File: src/rtl/vsync_timing_rx.sv
// Vertical sync timing receiver: recovers line position, measures frames, locks.
// Optional input synchroniser: define VSYNC_RX_SYNCHRONISER_EN.
module vsync_timing_rx #(
    parameter int V_VISIBLE   = 600,
    parameter int V_FRONT     = 1,
    parameter int V_SYNC      = 4,
    parameter int V_TOTAL     = 628,
    parameter int LOCK_FRAMES = 2
) (
    input  logic       clk,
    input  logic       rstN,
    input  logic       hSync,
    input  logic       vSync,
    output logic [9:0] lineCount,
    output logic       vVisible,
    output logic       frameStart,
    output logic [9:0] frameLen,
    output logic       locked,
    output logic       timingErr
);

    typedef enum logic [1:0] {
        SEARCH,
        CHECK,
        LOCKED
    } rxStateT;

    localparam logic [9:0]  LINE_LOAD = 10'(V_VISIBLE + V_FRONT);
    localparam logic [9:0]  LINE_LAST = 10'(V_TOTAL - 1);
    localparam logic [9:0]  LINE_VIS  = 10'(V_VISIBLE);
    localparam logic [9:0]  WD_LAST   = 10'(V_TOTAL + V_SYNC - 1);
    localparam logic [10:0] LEN_GOOD  = 11'(V_TOTAL);
    localparam logic [3:0]  SW_GOOD   = 4'(V_SYNC);
    localparam logic [2:0]  LOCK_N    = 3'(LOCK_FRAMES);

    logic       hIn;
    logic       vIn;
    logic       hCur;
    logic       hPrev;
    logic       vCur;
    logic       vPrev;
    logic       hFall;
    logic       vFall;
    logic       vRise;

    logic [9:0]  lineNext;
    logic [9:0]  fl;
    logic [9:0]  flInc;
    logic [10:0] measured;
    logic [9:0]  measSat;
    logic [3:0]  sw;
    logic [3:0]  swInc;
    logic [3:0]  swLast;
    logic        goodFrame;
    logic        wdHit;

    rxStateT    state;
    rxStateT    stateNext;
    logic [2:0] goodCnt;
    logic [2:0] goodNext;
    logic [2:0] goodInc;
    logic       errNext;

`ifdef VSYNC_RX_SYNCHRONISER_EN
    logic [1:0] hMeta;
    logic [1:0] vMeta;

    // Two-flop synchronisers, idle high so reset never fakes a falling edge.
    always_ff @(posedge clk or negedge rstN) begin
        if (!rstN) begin
            hMeta <= 2'b11;
            vMeta <= 2'b11;
        end else begin
            hMeta <= {hMeta[0], hSync};
            vMeta <= {vMeta[0], vSync};
        end
    end

    assign hIn = hMeta[1];
    assign vIn = vMeta[1];
`else
    assign hIn = hSync;
    assign vIn = vSync;
`endif

    // Current/previous samples for edge detection, idle high.
    always_ff @(posedge clk or negedge rstN) begin
        if (!rstN) begin
            hCur  <= 1'b1;
            hPrev <= 1'b1;
            vCur  <= 1'b1;
            vPrev <= 1'b1;
        end else begin
            hCur  <= hIn;
            hPrev <= hCur;
            vCur  <= vIn;
            vPrev <= vCur;
        end
    end

    assign hFall = hPrev & ~hCur;
    assign vFall = vPrev & ~vCur;
    assign vRise = ~vPrev & vCur;

    assign flInc    = (fl == 10'h3FF) ? fl : fl + 10'd1;
    assign measured = {1'b0, fl} + {10'd0, hFall};
    assign measSat  = measured[10] ? 10'h3FF : measured[9:0];
    assign swInc    = (sw == 4'hF) ? sw : sw + 4'd1;
    assign goodInc  = goodCnt + 3'd1;

    assign goodFrame = (measured == LEN_GOOD) && (swLast == SW_GOOD);
    assign wdHit     = hFall & ~vFall & (fl == WD_LAST);

    // Next line number: a vSync fall reloads, beating a coincident hSync fall.
    always_comb begin
        lineNext = lineCount;
        if (vFall) begin
            lineNext = LINE_LOAD;
        end else if (hFall) begin
            lineNext = (lineCount == LINE_LAST) ? 10'd0 : lineCount + 10'd1;
        end
    end

    // Frame length and sync width counters; a coincident hSync fall closes the old frame.
    always_ff @(posedge clk or negedge rstN) begin
        if (!rstN) begin
            fl       <= 10'd0;
            frameLen <= 10'd0;
            sw       <= 4'd0;
            swLast   <= 4'd0;
        end else begin
            if (vFall) begin
                fl       <= 10'd0;
                frameLen <= measSat;
            end else if (hFall) begin
                fl <= flInc;
            end
            if (vFall) begin
                sw <= {3'd0, hFall};
            end else if (hFall && !vCur) begin
                sw <= swInc;
            end
            if (vRise) begin
                swLast <= sw;
            end
        end
    end

    // Lock state machine: next state, good-frame count and error pulse.
    always_comb begin
        stateNext = state;
        goodNext  = goodCnt;
        errNext   = 1'b0;
        case (state)
            SEARCH: begin
                if (vFall) begin
                    stateNext = CHECK;
                    goodNext  = 3'd0;
                end
            end
            CHECK: begin
                if (vFall) begin
                    if (goodFrame) begin
                        goodNext = goodInc;
                        if (goodInc >= LOCK_N) begin
                            stateNext = LOCKED;
                        end
                    end else begin
                        goodNext = 3'd0;
                        errNext  = 1'b1;
                    end
                end else if (wdHit) begin
                    stateNext = SEARCH;
                    goodNext  = 3'd0;
                    errNext   = 1'b1;
                end
            end
            LOCKED: begin
                if (vFall) begin
                    if (!goodFrame) begin
                        stateNext = CHECK;
                        goodNext  = 3'd0;
                        errNext   = 1'b1;
                    end
                end else if (wdHit) begin
                    stateNext = SEARCH;
                    goodNext  = 3'd0;
                    errNext   = 1'b1;
                end
            end
            default: begin
                stateNext = SEARCH;
                goodNext  = 3'd0;
            end
        endcase
    end

    // State register and registered outputs, all aligned to the same edge.
    always_ff @(posedge clk or negedge rstN) begin
        if (!rstN) begin
            state      <= SEARCH;
            goodCnt    <= 3'd0;
            lineCount  <= 10'd0;
            frameStart <= 1'b0;
            locked     <= 1'b0;
            timingErr  <= 1'b0;
            vVisible   <= 1'b0;
        end else begin
            state      <= stateNext;
            goodCnt    <= goodNext;
            lineCount  <= lineNext;
            frameStart <= vFall;
            locked     <= (stateNext == LOCKED);
            timingErr  <= errNext;
            vVisible   <= (stateNext == LOCKED) && (lineNext < LINE_VIS);
        end
    end

endmodule
File: config.mk
export PLATFORM = sky130hd
export DESIGN_NAME = vsync_timing_rx
export DESIGN_NICKNAME = d
export VERILOG_FILES = /design/src/rtl/vsync_timing_rx.sv
export SDC_FILE = /design/constraint.sdc
export NUM_CORES = 1
export LEC_CHECK = 0
export ABC_AREA = 0
export BUFFER_PORTS_ARGS = -buffer_cell sky130_fd_sc_hd__buf_2
export CORE_ASPECT_RATIO = 2
export CORE_UTILIZATION = 43
export CTS_BUF_LIST = sky130_fd_sc_hd__clkbuf_8 sky130_fd_sc_hd__clkbuf_16
export CTS_CLUSTER_SIZE = 24
export DETAILED_ROUTE_END_ITERATION = 6
export PLACE_DENSITY = 0.7
export SLEW_MARGIN = 20
export SYNTH_ARGS = -nofsm -noshare
export SYNTH_HDL_FRONTEND = slang
export SYNTH_SLANG_ARGS = --single-unit
export TNS_END_PERCENT = 20
File: constraint.sdc
create_clock -name clk -period 3.5 [get_ports clk]
set_clock_uncertainty 0.05 [all_clocks]
set_input_delay 0.7 -clock clk [delete_from_list [all_inputs] [get_ports clk]]
set_output_delay 0.7 -clock clk [all_outputs]
set_load 0.01 [all_outputs]
==> metrics.txt <==
sequential cell area fraction in the yosys report 0.440; Crit path depth 10; maximum vdd drop 317 uV; worst hold endpoint hPrev; root buffer cell clkbuf_16; CP peak stage delay 0.55 ns; # resized after CTS 0; CTS Buf Count 5; area post-placement 3110 um2; final-report setup violation count 0; Final Power 1.52 mW; hold wc startpoint hCur; initial antenna violation count 0; HPWL after DPL 4570 um; layout cell share with drive strength beyond 1 0.169; final hold slack 0.320 ns; slew margin rel. 0.560; Initial DRT Pass Iterations 4; critical-path cell list nand2b_4 > inv_1 > ha_1 > ha_1 > inv_1 > nor3_4 > mux2_4 > o2111a_4 > or3_1 > and4_1; number of diodes 0; Startpoint Class register; die width 60.2 um; total congestion overflow 0; syn_area_per_cell 9.52 um2; Mapped Cells 306; post-CTS setup buffers 0; power per cell area 461 nW/um2; reg-to-reg critical path startpoint hPrev; Mapped Area 2910 um2; RePlAce Congestion 0.893; Max-Cap Viols 0; Starting Density 0.444; vias in the first global route 2,252; Yosys warnings 0; worst-path fanout max 12; core footprint 6570 um2; Placed Cells 411; Rows 42; RSZ-0062 raised after global routing no; WL final 6210 um; clk_lat worst skew 0.29 ns; asr flop ratio synth 1.00; DRT antenna net count 0; area delta synth->final 12.8%; FF-to-FF End locked; Leak 1.51 nW; slack of the worst reg-to-reg path 0.56 ns; first-pass GRT wire length 10,500 um; Setup WS post-layout 0.557 ns; DR vias 2,293; Post-synth EDFFs 0; CP arrival 3.07 ns; CP max stage cell dfstp_2; Top FF cell, synth dfrtp_1; Die ar. 7130 um2; Non-Filler Instances 419; Worst Max-Slew Pin Slew 0.655 ns; Total GRT Usage 0.194; pre-CTS setup slack 0.583 ns; library cells used by synthesis 59; nets 345; Crit path required time 3.63 ns; CTS tree built; DRC 0; post-layout util 0.501; largest net degree at the start of global routing 30; Worst setup EP type register; clock-pin slew on the worst setup and hold paths 0.07 ns; Final Hold Viols 0; Max Buffers Root-to-Sink 2; final setup TNS 0 ns; finished layout cell area 3290 um2; Worst path top cell family by delay simple AND/OR/NAND/NOR gates; wire per inst 14.8 um; Post-CTS Hold Fix Bufs 0; FF+latch count, synth 51; Period minus WS final 2.94 ns; WP buf/inv 2; Worst Hold Class register to register; status finished, final reports clean; Ports 28; CTS H-tree depth 2; FF-to-FF path depth 10; hold path depth 0; period utilization 0.841; pins over their slew limit 0; Mapped Nets 321; Max Clk Rate 340 MHz; 1st-iter DRT viols 85; die span in y 118 um; port bufs 27; clk sink count 51; Crit Path Class register to register; DR vias/cell 5.47
synthesized netlist by cell type (3+ instances only):
cell	n	area, um2
mux2i_1	5	50.1
nand4_1	3	18.8
and3_1	9	56.3
or3_1	3	18.8
a21oi_1	14	70.1
a21o_1	3	22.5
dfrtp_1	47	1180
xnor2_1	9	78.8
inv_1	7	26.3
xor2_1	12	105
nand2b_1	6	37.5
a31oi_1	5	31.3
mux2_2	4	45.0
nand2_1	31	116
nand3_1	14	70.1
nor3_1	4	20.0
and4_1	3	26.3
nor2b_1	3	18.8
o21ai_0	16	80.1
o22ai_1	3	18.8
ha_1	11	138
clkbuf_1	6	22.5
nor2_1	38	143
buf_2	3	15.0
dfstp_2	4	105
kinds of logic after synthesis:
logic type,Yosys count,share of synthesized area
buffers and inverters,21,0.0348
AND/OR/NAND/NOR,134,0.241
flip-flops,51,0.440
AO/OA/AOI/OAI,58,0.137
XOR/XNOR,21,0.0631
multiplexers,10,0.0378
adder cells (fa/ha/maj),11,0.0472
metal layers:
metal  share of wire  global-route usage
met1            0.41               0.223
met2            0.52               0.321
met3           0.022              0.0295
met4           0.048               0.119
met5               0                   0
registers in the layout (all words and copies together) (netlist names), 2 cells and up:
name       flops
fl            10
swLast         4
sw             4
frameLen      10
state          2
lineCount     10
goodCnt        3
how the worst max path moves through the flow:
stage	start	to	slack, ns
4_1_cts	hPrev	locked	0.57
3_5_place_dp	hPrev	locked	0.58
2_1_floorplan	hPrev	locked	0.90
5_1_grt	hPrev	state[1]	0.44
3_3_place_gp	hPrev	locked	0.67
6_report	hPrev	locked	0.56
layout by cell type, fill, tap and decap left out, types with 3 or more instances in the layout:
master and instances:
and3_1 9, nor3_1 4, buf_4 3, or3_1 3, a21o_1 3, and4_1 3
ha_1 11, mux2_2 4, o21ai_0 16, xnor2_1 9, nand4_1 3, mux2i_1 5
buf_2 27, dfrtp_1 47, clkbuf_16 5, xor2_1 12, inv_1 7, nand2_1 31
a21oi_1 14, nor2_1 38, dfstp_2 4, nand3_1 14, a31oi_1 5, o22ai_1 3
nand2b_1 6, nor2b_1 3
where the power goes:
part           internal [mW]  switching (mW)  total (mW)
combinational          0.110           0.144       0.254
clock                  0.359           0.217       0.577
sequential             0.636          0.0494       0.686
total                   1.11           0.411        1.52
layout make-up:
type | count | area (um2)
fillers | 643 | 3280
multi-input cells | 234 | 1530
repair buffers | 30 | 158
inverters | 8 | 30.0
well taps | 88 | 110
clock inverters | 2 | 38.8
clock buffers | 6 | 139
flip-flops and latches | 51 | 1280
Power figures use the tool's default switching activity.
